### config.mk
export PLATFORM = sky130hd
export DESIGN_NAME = serial_subtractor
export DESIGN_NICKNAME = d
export VERILOG_FILES = /design/src/rtl/serial_subtractor.sv
export SDC_FILE = /design/constraint.sdc
export NUM_CORES = 1
export LEC_CHECK = 0
export CORE_MARGIN = 5
export CORE_UTILIZATION = 55
export CTS_CLUSTER_DIAMETER = 50
export DETAILED_ROUTE_END_ITERATION = 6
export PLACE_DENSITY = 0.87
export SLEW_MARGIN = 20
export SYNTH_ARGS = -nofsm -noshare
export SYNTH_HDL_FRONTEND = slang
export SYNTH_SLANG_ARGS = --single-unit
### constraint.sdc
create_clock -name clk -period 4.5 [get_ports clk]
set_clock_uncertainty 0.15 [all_clocks]
set_input_delay 0.9 -clock clk [delete_from_list [all_inputs] [get_ports clk]]
set_output_delay 0.9 -clock clk [all_outputs]
set_load 0.02 [all_outputs]
### src/rtl/serial_subtractor.sv
//------------------------------------------------------------------------------
// serial_subtractor
//   Bit-serial unsigned subtractor (a_in - b_in), LSB first, one bit per enabled cycle.
//   Revision: 1.0
//------------------------------------------------------------------------------
`default_nettype none

module serial_subtractor #(
  parameter int WIDTH = 8
) (
  input  logic             clk,
  input  logic             rst,
  input  logic             ebl,
  input  logic             in_valid,
  output logic             in_ready,
  input  logic [WIDTH-1:0] a_in,
  input  logic [WIDTH-1:0] b_in,
  output logic             out_valid,
  input  logic             out_ready,
  output logic [WIDTH-1:0] diff,
  output logic             borrow,
  output logic             zero
);

  localparam int CNT_W = $clog2(WIDTH + 1);
  localparam logic [CNT_W-1:0] LAST_CNT = CNT_W'(WIDTH - 1);

  typedef enum logic [1:0] {
    IDLE = 2'd0,
    RUN  = 2'd1,
    DONE = 2'd2
  } state_t;

  state_t           state_q, state_d;
  logic [WIDTH-1:0] a_q, a_d, b_q, b_d, res_q, res_d, diff_q, diff_d;
  logic [CNT_W-1:0] cnt_q, cnt_d;
  logic             br_q, br_d;
  logic             out_valid_q, out_valid_d;
  logic             borrow_q, borrow_d;
  logic             zero_q, zero_d;
  logic             bit_d, br_next;
  logic [WIDTH-1:0] res_shift;

  // rst term keeps in_ready low for the whole time reset is held
  assign in_ready  = rst && ebl && (state_q == IDLE);
  assign out_valid = out_valid_q;
  assign diff      = diff_q;
  assign borrow    = borrow_q;
  assign zero      = zero_q;

  assign bit_d     = a_q[0] ^ b_q[0] ^ br_q;
  assign br_next   = (~a_q[0] & b_q[0]) | (~(a_q[0] ^ b_q[0]) & br_q);
  assign res_shift = {bit_d, res_q[WIDTH-1:1]};

  always_comb begin
    state_d     = state_q;
    a_d         = a_q;
    b_d         = b_q;
    res_d       = res_q;
    diff_d      = diff_q;
    cnt_d       = cnt_q;
    br_d        = br_q;
    out_valid_d = out_valid_q;
    borrow_d    = borrow_q;
    zero_d      = zero_q;
    case (state_q)
      IDLE: begin
        if (in_valid && in_ready) begin
          a_d     = a_in;
          b_d     = b_in;
          res_d   = '0;
          br_d    = 1'b0;
          cnt_d   = '0;
          state_d = RUN;
        end
      end
      RUN: begin
        if (ebl) begin
          a_d   = a_q >> 1;
          b_d   = b_q >> 1;
          res_d = res_shift;
          br_d  = br_next;
          cnt_d = cnt_q + CNT_W'(1);
          if (cnt_q == LAST_CNT) begin
            // results are published only here, so a partial result is never visible
            state_d     = DONE;
            out_valid_d = 1'b1;
            diff_d      = res_shift;
            borrow_d    = br_next;
            zero_d      = (res_shift == '0);
          end
        end
      end
      DONE: begin
        if (out_valid_q && out_ready && ebl) begin
          state_d     = IDLE;
          out_valid_d = 1'b0;
        end
      end
      default: state_d = IDLE;
    endcase
  end

  always_ff @(posedge clk or negedge rst) begin
    if (!rst) begin
      state_q     <= IDLE;
      a_q         <= '0;
      b_q         <= '0;
      res_q       <= '0;
      diff_q      <= '0;
      cnt_q       <= '0;
      br_q        <= 1'b0;
      out_valid_q <= 1'b0;
      borrow_q    <= 1'b0;
      zero_q      <= 1'b0;
    end else begin
      state_q     <= state_d;
      a_q         <= a_d;
      b_q         <= b_d;
      res_q       <= res_d;
      diff_q      <= diff_d;
      cnt_q       <= cnt_d;
      br_q        <= br_d;
      out_valid_q <= out_valid_d;
      borrow_q    <= borrow_d;
      zero_q      <= zero_d;
    end
  end

endmodule

`default_nettype wire
Yosys cells after proc, flatten, opt, wreduce, memory -nomap -nowiden
Cells that the tools add are included.

Output and inout bits: 12. Input port bits: 21. Logic and storage cells: 62. Register bits after elaboration: 42.

Add/subtract/negate cells: 1. Bitwise logic cells: 7. Reductions and logical operators: 13. Muxes and demuxes: 24. Equal/unequal tests: 7.

Operator list (count): two-way mux 8 bit (6); one-hot mux 8 bit (2 select lines) (3); zero test 8 bit (1); two-way mux 2 bit (4); two-way mux 4 bit (2); one-hot mux 4 bit (2 select lines) (1); AND reduction 4 bit (2); != test 2 bit, second input constant (3); one-hot mux 2 bit (3 select lines) (1); AND reduction 3 bit (2); logical AND 1 bit (5); two-way mux 1 bit (5); adder 4 x 1 -> 4 bit, second input constant (1); equality test 4 x 3 -> 1 bit, second input constant (1); one-hot mux 1 bit (2 select lines) (2); nonzero test 2 bit (2); bitwise AND 1 bit (2); equality test 2 x 1 -> 1 bit, second input constant (1); equality test 2 bit, second input constant (1); zero test 2 bit (1); != test 2 x 1 -> 1 bit, second input constant (1); inverter 1 bit (2); XOR 1 bit (2); OR 1 bit (1).

Depth between registers and ports, before layout
Depth after elaboration: 6. Mapped depth: 5. Depth with buffers taken out: 5.

Worst setup path before layout
Ideal clock, no wire load.

Path kind: in2out. From: input ebl. To: output in_ready. Stages on the path: 2. Data required time: 3450 ps. Path slack: 2106 ps. Path buffers: 1. Arrival time: 1344 ps. Path through: nor4bb_1 > buf_4.

Cells in the longest elaborated chain, start to end: 2.

Ends and longest elaborated chain: start: declaration (line 13) `input logic ebl,`; logical AND 1 bit (2 in a row) (line 45) `assign in_ready = rst && ebl && (state_q == IDLE);`; end: declaration (line 15) `output logic in_ready,`.

No other way between the ends.

Worst setup path in the final report
Ends and elaborated chain as after synthesis.

==> parameters.txt <==
Parameter                              Value

STA
  Setup Total Neg Slack    0 ns
  Hold Vio Cnt, Final    0
  Slew at the pin with the worst max-slew slack    0.848 ns
  Minimum period implied by the final worst setup slack    around 3.6 ns
  RSZ-0062 raised after global routing    no
  Crit share post-route    80.2%
  Worst rel slew slack    43.3%
  Maximum frequency from static timing analysis    around 280 MHz
  Count of final setup violators    0
  Pins Over Slew Limit    0

Floorplanning
  I/O pin count    33
  Chip Height    68.0 µm
  Width of the die    ~70 µm
  Number of placement rows    21
  Placeable core area    between 0.003 and 0.004 mm²
  Starting Density    56.3%
  Area enclosed by the die boundary    0.00462 mm²

Clocking
  Clock input transition at the sequential cells of the worst setup and hold paths    0.12 ns
  CTS buffer count    5
  CTS tree    built
  Post-CTS Repair Setup Buffers    0
  Post-cts gate resize count    0
  Root buffer cell    clkbuf_4
  Later-pin clock latency in the skew report    0.34 ns
  CTS H-tree lvls    2
  Number of sinks driven by the clock tree    41
  Max Buffers Root-to-Sink    2
  Cts-stage hold buffer count    0

Cells and area
  Area of the multi-input gates    753 µm²
  Layout cells sized above 1    ~30%
  Sequential Area    between 0.001 and 0.0015 mm²
  Number of nets in the final layout    186
  Final Util    68.6%
  Antenna Diode Count    0
  Filler cell count    246
  Signed area change from the synthesized netlist to the final layout    21.7%

Worst setup path
  Critical Path Start Type    primary input
  CP peak stage delay    just over 0.6 ns
  Number of cells on the worst reg-to-reg path    3
  Worst path buffer plus inverter count    3
  Maximum net fanout on the critical path    6
  Crit end category    output port
  Number of logic stages on the critical path including buffering    4
  List of cells traversed by the critical path    clkdlybuf4s50_1 > nor4bb_1 > buf_4 > clkdlybuf4s50_1
  Cell type group with the largest total delay on the critical path    buffers and inverters
  Critical path data arrival time    2.56 ns
  Startpoint-to-endpoint class of the critical path    primary input to output port
  Master of the slowest instance on the critical path    clkdlybuf4s50_1
  Critical Path RT    3.45 ns
  Top cell by count, worst path    clkdlybuf4s50_1

Drt
  Antenna Nets Post-Route    0
  Final wirelength    3.57 mm
  Remaining design rule violation count    0
  Routed vias/inst    around 5.6
  Drt first pass iters    4
  Total via count after detailed routing    1181
  Iteration-0 DRC count of the detailed router    between 60 and 70
  Drt wl/cell    approximately 17 µm

Worst hold path
  Depth of the worst hold-timing path    1
  Tightest Hold Check Type    register to register

Power and ir drop
  Largest vdd supply drop    0.320 mV
  Power density over the cells    658 mW/mm²
  Static leakage    1.02 nW

Logic synthesis
  Fraction of the yosys area taken by sequential cells    between 50 and 60%
  Post-synthesis cell type count    31
  Total of flip-flops plus latches after synthesis    between 40 and 50
  Post-synthesis average cell area    14.5 µm²
  Number of standard cells after synthesis    128
  Net Count, Synth    151
  Yosys warning count    0
  Post-Syn Area    0.00185 mm²

Global route
  Number of global-route vias before repair    1218
  Total global routing overflow    0
  Number of antenna violations at the first check in global routing    0
  GRT Util Overall    16.9%
  Wire length of the first global-routing pass    5.71 mm
  Pin count of the biggest net entering global routing    42

Placement
  Port buffer count    32
  Routability Congestion    0.767
  Detailed placer's ending HPWL    2.56 mm

Run
  Maximum capacitance violations    0

Outcome
  Outcome    completed
-- sequential cells by signal (all words and copies together) (netlist names) --
signal / count
res_q: 7
br_q: 1
borrow: 1
diff: 8
out_valid: 1
a_q: 8
state_q: 2
b_q: 8
cnt_q: 4
zero: 1
-- routing by layer --
| metal | wire [µm] | track usage, % |
|---|---|---|
| met3 | 170 | 4.27 |
| met4 | 44 | 6.45 |
| met5 | 0 | 0 |
| met1 | 1550 | 21.9 |
| met2 | 1810 | 27.3 |
-- placed cells by master (no fill, tap or decap), types with 2 or more instances in the layout --
cell type and n:
buf_4 3, mux2_4 6, mux2i_1 3, clkinv_2 2, nor4bb_1 2, a32o_1 2, dfrtp_1 41, inv_1 6
nor4_1 2, a22o_1 9, mux2_2 30, clkdlybuf4s50_1 31, clkbuf_4 5, nand4_1 3
-- worst reg2reg max path: stages (launching register included) --
cell and delay [ns]:
dfrtp_1 0.48, and3b_1 0.38, a21oi_4 0.73, mux2_2 0.42
-- synth_stat cells, drive strengths merged --
cell type	count	area, µm²
nor3b	1	7.51
clkbuf	1	3.75
buf	6	45.0
inv	6	22.5
dfrtp	41	1030
nor4bb	2	20.0
a32o	2	20.0
nand2	1	3.75
fa	1	20.0
o31ai	1	7.51
nand4	3	18.8
a21oi	2	21.3
and4b	1	10.0
a21o	1	7.51
mux2i	3	30.0
a31oi	1	6.26
nand3	1	5.00
o2bb2ai	1	8.76
nor2b	1	6.26
mux2	36	428
a22o	9	78.8
o21ai	1	5.00
nor4	2	12.5
a31o	1	8.76
and3b	1	8.76
ha	1	12.5
and2	1	6.26
-- final cells by class --
cell class / count / area share (%)
Timing Repair Buffer: 35 / 15.0
Sequential cell: 41 / 45.6
Tap cell: 46 / 2.56
Multi-Input combinational cell: 74 / 33.4
Inverter: 6 / 1.00
Clock buffer: 5 / 1.67
Clock inverter: 3 / 0.778
-- through the flow --
| stage | power (mW) | hold WS [ns] | area, µm² | instances | setup WS [ns] |
|---|---|---|---|---|---|
| 6_report | 1.48 | 0.364 | 2250 | 210 | 0.891 |
| 5_1_grt | 1.58 | 0.380 | 2250 | 210 | 0.798 |
| 3_3_place_gp | 1.27 | 0.329 | 2200 | 202 | 0.919 |
| 2_1_floorplan | 1.12 | 0.310 | 1850 | 128 | 2.11 |
| 4_1_cts | 1.50 | 0.368 | 2250 | 210 | 0.878 |
| 3_5_place_dp | 1.32 | 0.338 | 2200 | 202 | 0.881 |
-- worst paths after layout --
kind | from | end | slack (ns)
worst min-delay path | b_q[7] | b_q[7] | 0.36
worst max register to register | state_q[1] | b_q[4] | 2.25
worst min register to register | b_q[7] | b_q[7] | 0.36
max in group asynchronous | rst | cnt_q[3] | 3.37
worst max-delay path | ebl | in_ready | 0.89
min in group asynchronous | rst | a_q[7] | 0.49
-- cells by family after synthesis --
kind of cell	share of synthesized area (%)
adder cells (fa/ha/maj)	1.76
buffers and inverters	3.85
multiplexers	24.7
AO/OA/AOI/OAI	8.86
AND/OR/NAND/NOR	5.34
flip-flops	55.4
-- power breakdown --
group	leakage, nW	total, mW	switching, mW	internal [mW]
Sequential	0.522	0.648	0.119	0.529
Clock	0.0310	0.176	0.117	0.0590
Combinational	0.468	0.658	0.279	0.379
Total	1.02	1.48	0.515	0.968
Note: power is estimated with default switching activity, not from simulation.
